**config.mk**
```make
export PLATFORM = sky130hd
export DESIGN_NAME = shadow_dispatch
export DESIGN_NICKNAME = d
export VERILOG_FILES = /design/src/rtl/shadow_dispatch_pkg.sv /design/src/rtl/shadow_dispatch_color.sv /design/src/rtl/shadow_dispatch.sv
export SDC_FILE = /design/constraint.sdc
export NUM_CORES = 1
export LEC_CHECK = 0
export ABC_AREA = 1
export CAP_MARGIN = 20
export CORE_AREA = 2 2 338 340
export DETAILED_ROUTE_END_ITERATION = 6
export DIE_AREA = 0 0 340 342
export GPL_ROUTABILITY_DRIVEN = 1
export HOLD_SLACK_MARGIN = 0.02
export PLACE_DENSITY = 0.81
export SYNTH_ARGS = -nofsm -noshare
export SYNTH_HDL_FRONTEND = slang
export SYNTH_SLANG_ARGS = --single-unit
```
**constraint.sdc**
```tcl
create_clock -name clk -period 10.03 [get_ports clk]
set_clock_uncertainty 0.2 [all_clocks]
set_input_delay 2.006 -clock clk [delete_from_list [all_inputs] [get_ports clk]]
set_output_delay 2.006 -clock clk [all_outputs]
set_load 0.03 [all_outputs]
```
**src/rtl/shadow_dispatch_pkg.sv**
```systemverilog
// Shared fragment, ray and colour types plus the dispatch FSM state encoding.
package shadow_dispatch_pkg;

    typedef enum logic [1:0] {
        ST_None,
        ST_Diffuse,
        ST_Mirror
    } SurfaceType_t;

    typedef struct packed {
        logic [7:0] r;
        logic [7:0] g;
        logic [7:0] b;
    } RGB8;

    typedef struct packed {
        logic [15:0] x;
        logic [15:0] y;
        logic [15:0] z;
    } Vec3;

    typedef struct packed {
        Vec3 Origin;
        Vec3 Direction;
    } Ray;

    typedef struct packed {
        Vec3          Position;
        Vec3          Normal;
        RGB8          Color;
        SurfaceType_t SurfaceType;
        Ray           ShadowingRay;
    } RasterOutputData;

    typedef enum logic [1:0] {
        SDS_Idle,
        SDS_Issue,
        SDS_Wait,
        SDS_Output
    } ShadowDispatchState;

endpackage

```
**src/rtl/shadow_dispatch_color.sv**
```systemverilog
// Darkens an occluded fragment: each 8-bit channel shifted right with zero fill.
// Purely combinational; passes the colour through untouched when hit is low.
module ShadowColorApply
    import shadow_dispatch_pkg::*;
#(
    parameter int SHADOW_SHIFT = 1
) (
    input  RGB8  color_in,
    input  logic hit,
    output RGB8  color_out
);

    always_comb begin
        color_out = color_in;
        if (hit) begin
            color_out.r = color_in.r >> SHADOW_SHIFT;
            color_out.g = color_in.g >> SHADOW_SHIFT;
            color_out.b = color_in.b >> SHADOW_SHIFT;
        end
    end

endmodule

```
**src/rtl/shadow_dispatch.sv**
```systemverilog
// Queues raster fragments, sends lit ones through the shadow tester, darkens occluded ones.
// ST_None fragments emerge 2 edges after acceptance; fifo_full is registered, so pushes seen while full are dropped.
module shadow_dispatch
    import shadow_dispatch_pkg::*;
#(
    parameter int DEPTH        = 4,
    parameter int SHADOW_SHIFT = 1
) (
    input  logic            clk,
    input  logic            resetn,
    input  logic            add_input,
    input  RasterOutputData input_data,
    output logic            fifo_full,
    input  logic            shadow_fifo_full,
    output logic            shadow_strobe,
    output Ray              shadow_ray,
    input  logic            shadow_done,
    input  logic            shadow_hit,
    input  logic            output_fifo_full,
    output logic            valid,
    output RasterOutputData out
);

    localparam int AW = $clog2(DEPTH);
    localparam int PW = AW + 1;
    // Full means the pointers differ only in the wrap bit.
    localparam logic [PW-1:0] FULL_XOR = PW'(DEPTH);

    logic [PW-1:0]      top_q, top_d, bot_q, bot_d;
    logic               fifo_full_q, fifo_full_d;
    RasterOutputData    mem_q [DEPTH];
    ShadowDispatchState state_q, state_d;
    RasterOutputData    cur_q, cur_d, out_q, out_d;
    Ray                 ray_q, ray_d;
    logic               strobe_q, strobe_d, valid_q, valid_d;
    logic               push, pop, empty;
    RGB8                dark_color;

    ShadowColorApply #(.SHADOW_SHIFT(SHADOW_SHIFT)) u_color (
        .color_in  (cur_q.Color),
        .hit       (shadow_hit),
        .color_out (dark_color)
    );

    always_comb begin
        empty       = (top_q == bot_q);
        push        = add_input && !fifo_full_q;
        pop         = (state_q == SDS_Idle) && !empty;
        top_d       = pop  ? top_q + PW'(1) : top_q;
        bot_d       = push ? bot_q + PW'(1) : bot_q;
        fifo_full_d = ((top_d ^ bot_d) == FULL_XOR);
    end

    always_comb begin
        state_d  = state_q;
        cur_d    = cur_q;
        out_d    = out_q;
        ray_d    = ray_q;
        strobe_d = 1'b0;
        valid_d  = 1'b0;
        case (state_q)
            SDS_Idle: begin
                if (!empty) begin
                    cur_d   = mem_q[top_q[AW-1:0]];
                    state_d = (cur_d.SurfaceType == ST_None) ? SDS_Output : SDS_Issue;
                end
            end
            SDS_Issue: begin
                if (!shadow_fifo_full) begin
                    strobe_d = 1'b1;
                    ray_d    = cur_q.ShadowingRay;
                    state_d  = SDS_Wait;
                end
            end
            SDS_Wait: begin
                if (shadow_done) begin
                    cur_d.Color = dark_color;
                    state_d     = SDS_Output;
                end
            end
            SDS_Output: begin
                if (!output_fifo_full) begin
                    out_d   = cur_q;
                    valid_d = 1'b1;
                    state_d = SDS_Idle;
                end
            end
            default: state_d = SDS_Idle;
        endcase
    end

    // Entry storage carries no reset; only the pointers define what is valid.
    always_ff @(posedge clk) begin
        if (push) begin
            mem_q[bot_q[AW-1:0]] <= input_data;
        end
    end

    always_ff @(posedge clk or negedge resetn) begin
        if (!resetn) begin
            state_q     <= SDS_Idle;
            top_q       <= '0;
            bot_q       <= '0;
            fifo_full_q <= 1'b0;
            cur_q       <= '0;
            out_q       <= '0;
            ray_q       <= '0;
            strobe_q    <= 1'b0;
            valid_q     <= 1'b0;
        end else begin
            state_q     <= state_d;
            top_q       <= top_d;
            bot_q       <= bot_d;
            fifo_full_q <= fifo_full_d;
            cur_q       <= cur_d;
            out_q       <= out_d;
            ray_q       <= ray_d;
            strobe_q    <= strobe_d;
            valid_q     <= valid_d;
        end
    end

    assign fifo_full     = fifo_full_q;
    assign shadow_strobe = strobe_q;
    assign shadow_ray    = ray_q;
    assign valid         = valid_q;
    assign out           = out_q;

endmodule

```
==> impl_metrics.env <==
export IMPL_status="complete, no violations"
export IMPL_cts_tree="built"
export IMPL_worstHoldStart="cur_q[184]"
export IMPL_critPathSlowestCell="buf_4"
export IMPL_ys_seq_area_share_pct=75.8
export IMPL_arrival_ns=4.76
export IMPL_cts_resized=0
export IMPL_hold_class="flip-flop to flip-flop"
export IMPL_reg2reg_from="top_q[0]"
export IMPL_worstMarginPinSlew_ns=1.07
export IMPL_numCtsBuffers=142
export IMPL_drtPass1Iterations=7
export IMPL_fp_dieW_um=340
export IMPL_grt_overflow_total=0
export IMPL_maxCapViolCount=0
export IMPL_portBuffers=541
export IMPL_io_pins=542
export IMPL_grt_max_degree=179
export IMPL_wl_per_cell_um=20.3
export IMPL_clkSlewWorstSetupHoldPaths_ns=0.07
export IMPL_slew_violations=0
export IMPL_p_per_area_nw_per_um2=345
export IMPL_reg2reg_slack_ns=5.45
export IMPL_reg2reg_to="cur_q[134]"
export IMPL_start_util_pct=46.4
export IMPL_critPathCaptureType="flip-flop"
export IMPL_cp_required_ns=10.18
export IMPL_yosysTopAreaCellShare_pct=49.9
export IMPL_htreeDepth=4
export IMPL_die_y_um=342
export IMPL_cts_sinks=1415
export IMPL_setup_violations=0
export IMPL_wl_um=128000
export IMPL_path_buf_inv=5
export IMPL_syn_nets=4389
export IMPL_syn_avg_cell_area_sq_um=12.6
export IMPL_fin_ws_ns=5.41
export IMPL_crit_path_start_kind="input port"
export IMPL_slew_headroom_pct=28.4
export IMPL_stdcell_area_sq_um=64100
export IMPL_via_count=33778
export IMPL_min_to="out[184]"
export IMPL_place_ws_ns=4.67
export IMPL_grt_antenna_before_repair=44
export IMPL_slowest_delay_ns=0.91
export IMPL_synth_seq_cells=1415
export IMPL_fin_crit_ns=4.62
export IMPL_row_count=124
export IMPL_tns_ns=0
export IMPL_drive_gt1_share_pct=6.93
export IMPL_synth_area_sq_um=52500
export IMPL_avgViaCountPerCell=5.38
export IMPL_hpwl_um=73000
export IMPL_synth_area_leaders="edfxtp_1 (50%), dfrtp_1 (26%), o21ai_0 (7.0%)"
export IMPL_place_area_sq_um=59000
export IMPL_drc=0
export IMPL_area_delta_synth_final_pct=22.0
export IMPL_dieArea_sq_um=116000
export IMPL_period_share_pct=46.0
export IMPL_crit_type="input port to flip-flop"
export IMPL_p_leak_nw=24.6
export IMPL_ys_types=28
export IMPL_ant_nets=0
export IMPL_cts_hold_fix_buffers=0
export IMPL_nets=4851
export IMPL_core_region_area_sq_um=113000
export IMPL_grt_pass1_wl_um=194000
export IMPL_reg2reg_depth=7
export IMPL_track_usage_pct=21.5
export IMPL_crit_family="buffers and inverters"
export IMPL_crit_chain="clkdlybuf4s50_1 -> inv_1 -> nor2_1 -> inv_1 -> nor2_4 -> buf_4 -> buf_4"
export IMPL_peakVddDrop_uv=230
export IMPL_rsz0062_at_grt="no"
export IMPL_synth_top_area_cell="edfxtp_1"
export IMPL_yosys_warnings=0
export IMPL_crit_fanout=65
export IMPL_synthesis_instances=4154
export IMPL_hold_violations=0
export IMPL_cts_max_path_buffers=3
export IMPL_cts_root_buf="clkbuf_16"
export IMPL_max_freq_mhz=217
export IMPL_clock_latency_ns=0.76
export IMPL_finalWeightedCongestion=0.802
export IMPL_post_cts_setup_buffer_count=0
export IMPL_min_path_cells=2
export IMPL_grt_pass1_vias=33457
export IMPL_drt_iter0_drc=3266
-- metal layers --
| metal | wire, um | vias to the layer above | share of wire, % | global-route usage (%) |
|---|---|---|---|---|
| li1 | - | 15450 | - | - |
| met3 | 10500 | 261 | 8.2 | 5.49 |
| met5 | 262 | - | 0.21 | 0 |
| met4 | 3910 | 40 | 3.1 | 8.89 |
| met2 | 61800 | 1383 | 48 | 35.1 |
| met1 | 51200 | 16644 | 40 | 27.6 |
-- flip-flops by register name, summed over array words and instances, names as in the netlist --
signal	count
top_q	3
bot_q	3
state_q	2
shadow_strobe	1
mem_q	872
shadow_ray	96
fifo_full	1
cur_q	218
out	218
valid	1
-- cell type report --
class                      count  area [sq um]
tap                         1512          1890
clock buffer                 213          4190
antenna                       28          70.1
clock inverter                51           729
sequential                  1415         39800
timing repair buffer         576          5790
fill                        8585         49000
inverter                     185           724
multi-input combinational   2296         10900
-- power breakdown --
part	internal [mW]	switching, mW	total (mW)	leakage, nW
Clock	3.27	2.21	5.48	2.39
Sequential	8.06	0.803	8.86	14.5
Combinational	2.62	5.16	7.78	7.73
-- placed cells by master (no fill, tap or decap), drive strengths merged, types with 14 or more instances in the layout --
cell type,instances
edfxtp,872
o21ai,755
nor2,596
dfrtp,543
clkdlybuf4s50,540
nand2,524
clkbuf,213
o22ai,196
inv,189
a21oi,133
mux2,60
buf,36
clkinv,30
diode,28
nand3,15
bufinv,14
-- stage by stage --
stage	utilization (%)	std cells	total power, mW	hold slack [ns]
floorplan	-	4154	14.0	0.244
global placement	52.2	5983	16.4	0.258
detailed placement	52.2	5983	16.7	0.257
CTS	56.5	6247	22.2	0.247
global route	56.6	6274	23.3	0.287
finish	56.6	6276	22.1	0.257
-- Yosys cell counts --
cell	instances
buf_1	4
buf_2	74
nand3_2	1
o22ai_2	1
o22ai_1	195
buf_4	9
nand3_1	14
buf_6	11
edfxtp_1	872
o21ai_1	18
nor2_1	594
mux2_2	60
ha_1	10
o21ai_0	737
nand3b_1	1
clkbuf_1	160
dfrtp_1	543
nand2_4	1
a21oi_1	133
nor2_4	1
nor2_2	1
o22a_1	1
inv_2	3
or2_2	1
inv_1	182
xor2_1	3
xnor2_2	1
nand2_1	523
-- kinds of logic (layout without fill, tap and decap cells) --
kind of cell    after synthesis  after routing  synth area share [%]
xor+xnor                      4              4                0.0811
buf+inv                     443           1025                  3.57
compound gates             1085           1085                  10.8
mux                          60             60                  1.29
simple gates               1137           1137                  8.22
flops                      1415           1415                  75.8
fa+ha+maj                    10             10                 0.238
other cells                   0             28                     0
-- worst max-delay path by stage --
stage | to | startpoint | cells after the start
after floorplan | mem_q[0][0] | add_input | 4
final | mem_q[0][187] | add_input | 7
after detailed placement | mem_q[1][141] | add_input | 7
after CTS | mem_q[1][197] | add_input | 7
after global routing | cur_q[141] | top_q[0] | 7
after global placement | mem_q[0][198] | add_input | 7
-- tightest hold or removal path, stage by stage, from the launching register on --
cell and delay, ns:
dfrtp_1 0.35, nand2_1 0.06, nand2_1 0.06
No activity file was read; power rests on OpenSTA's default activity.
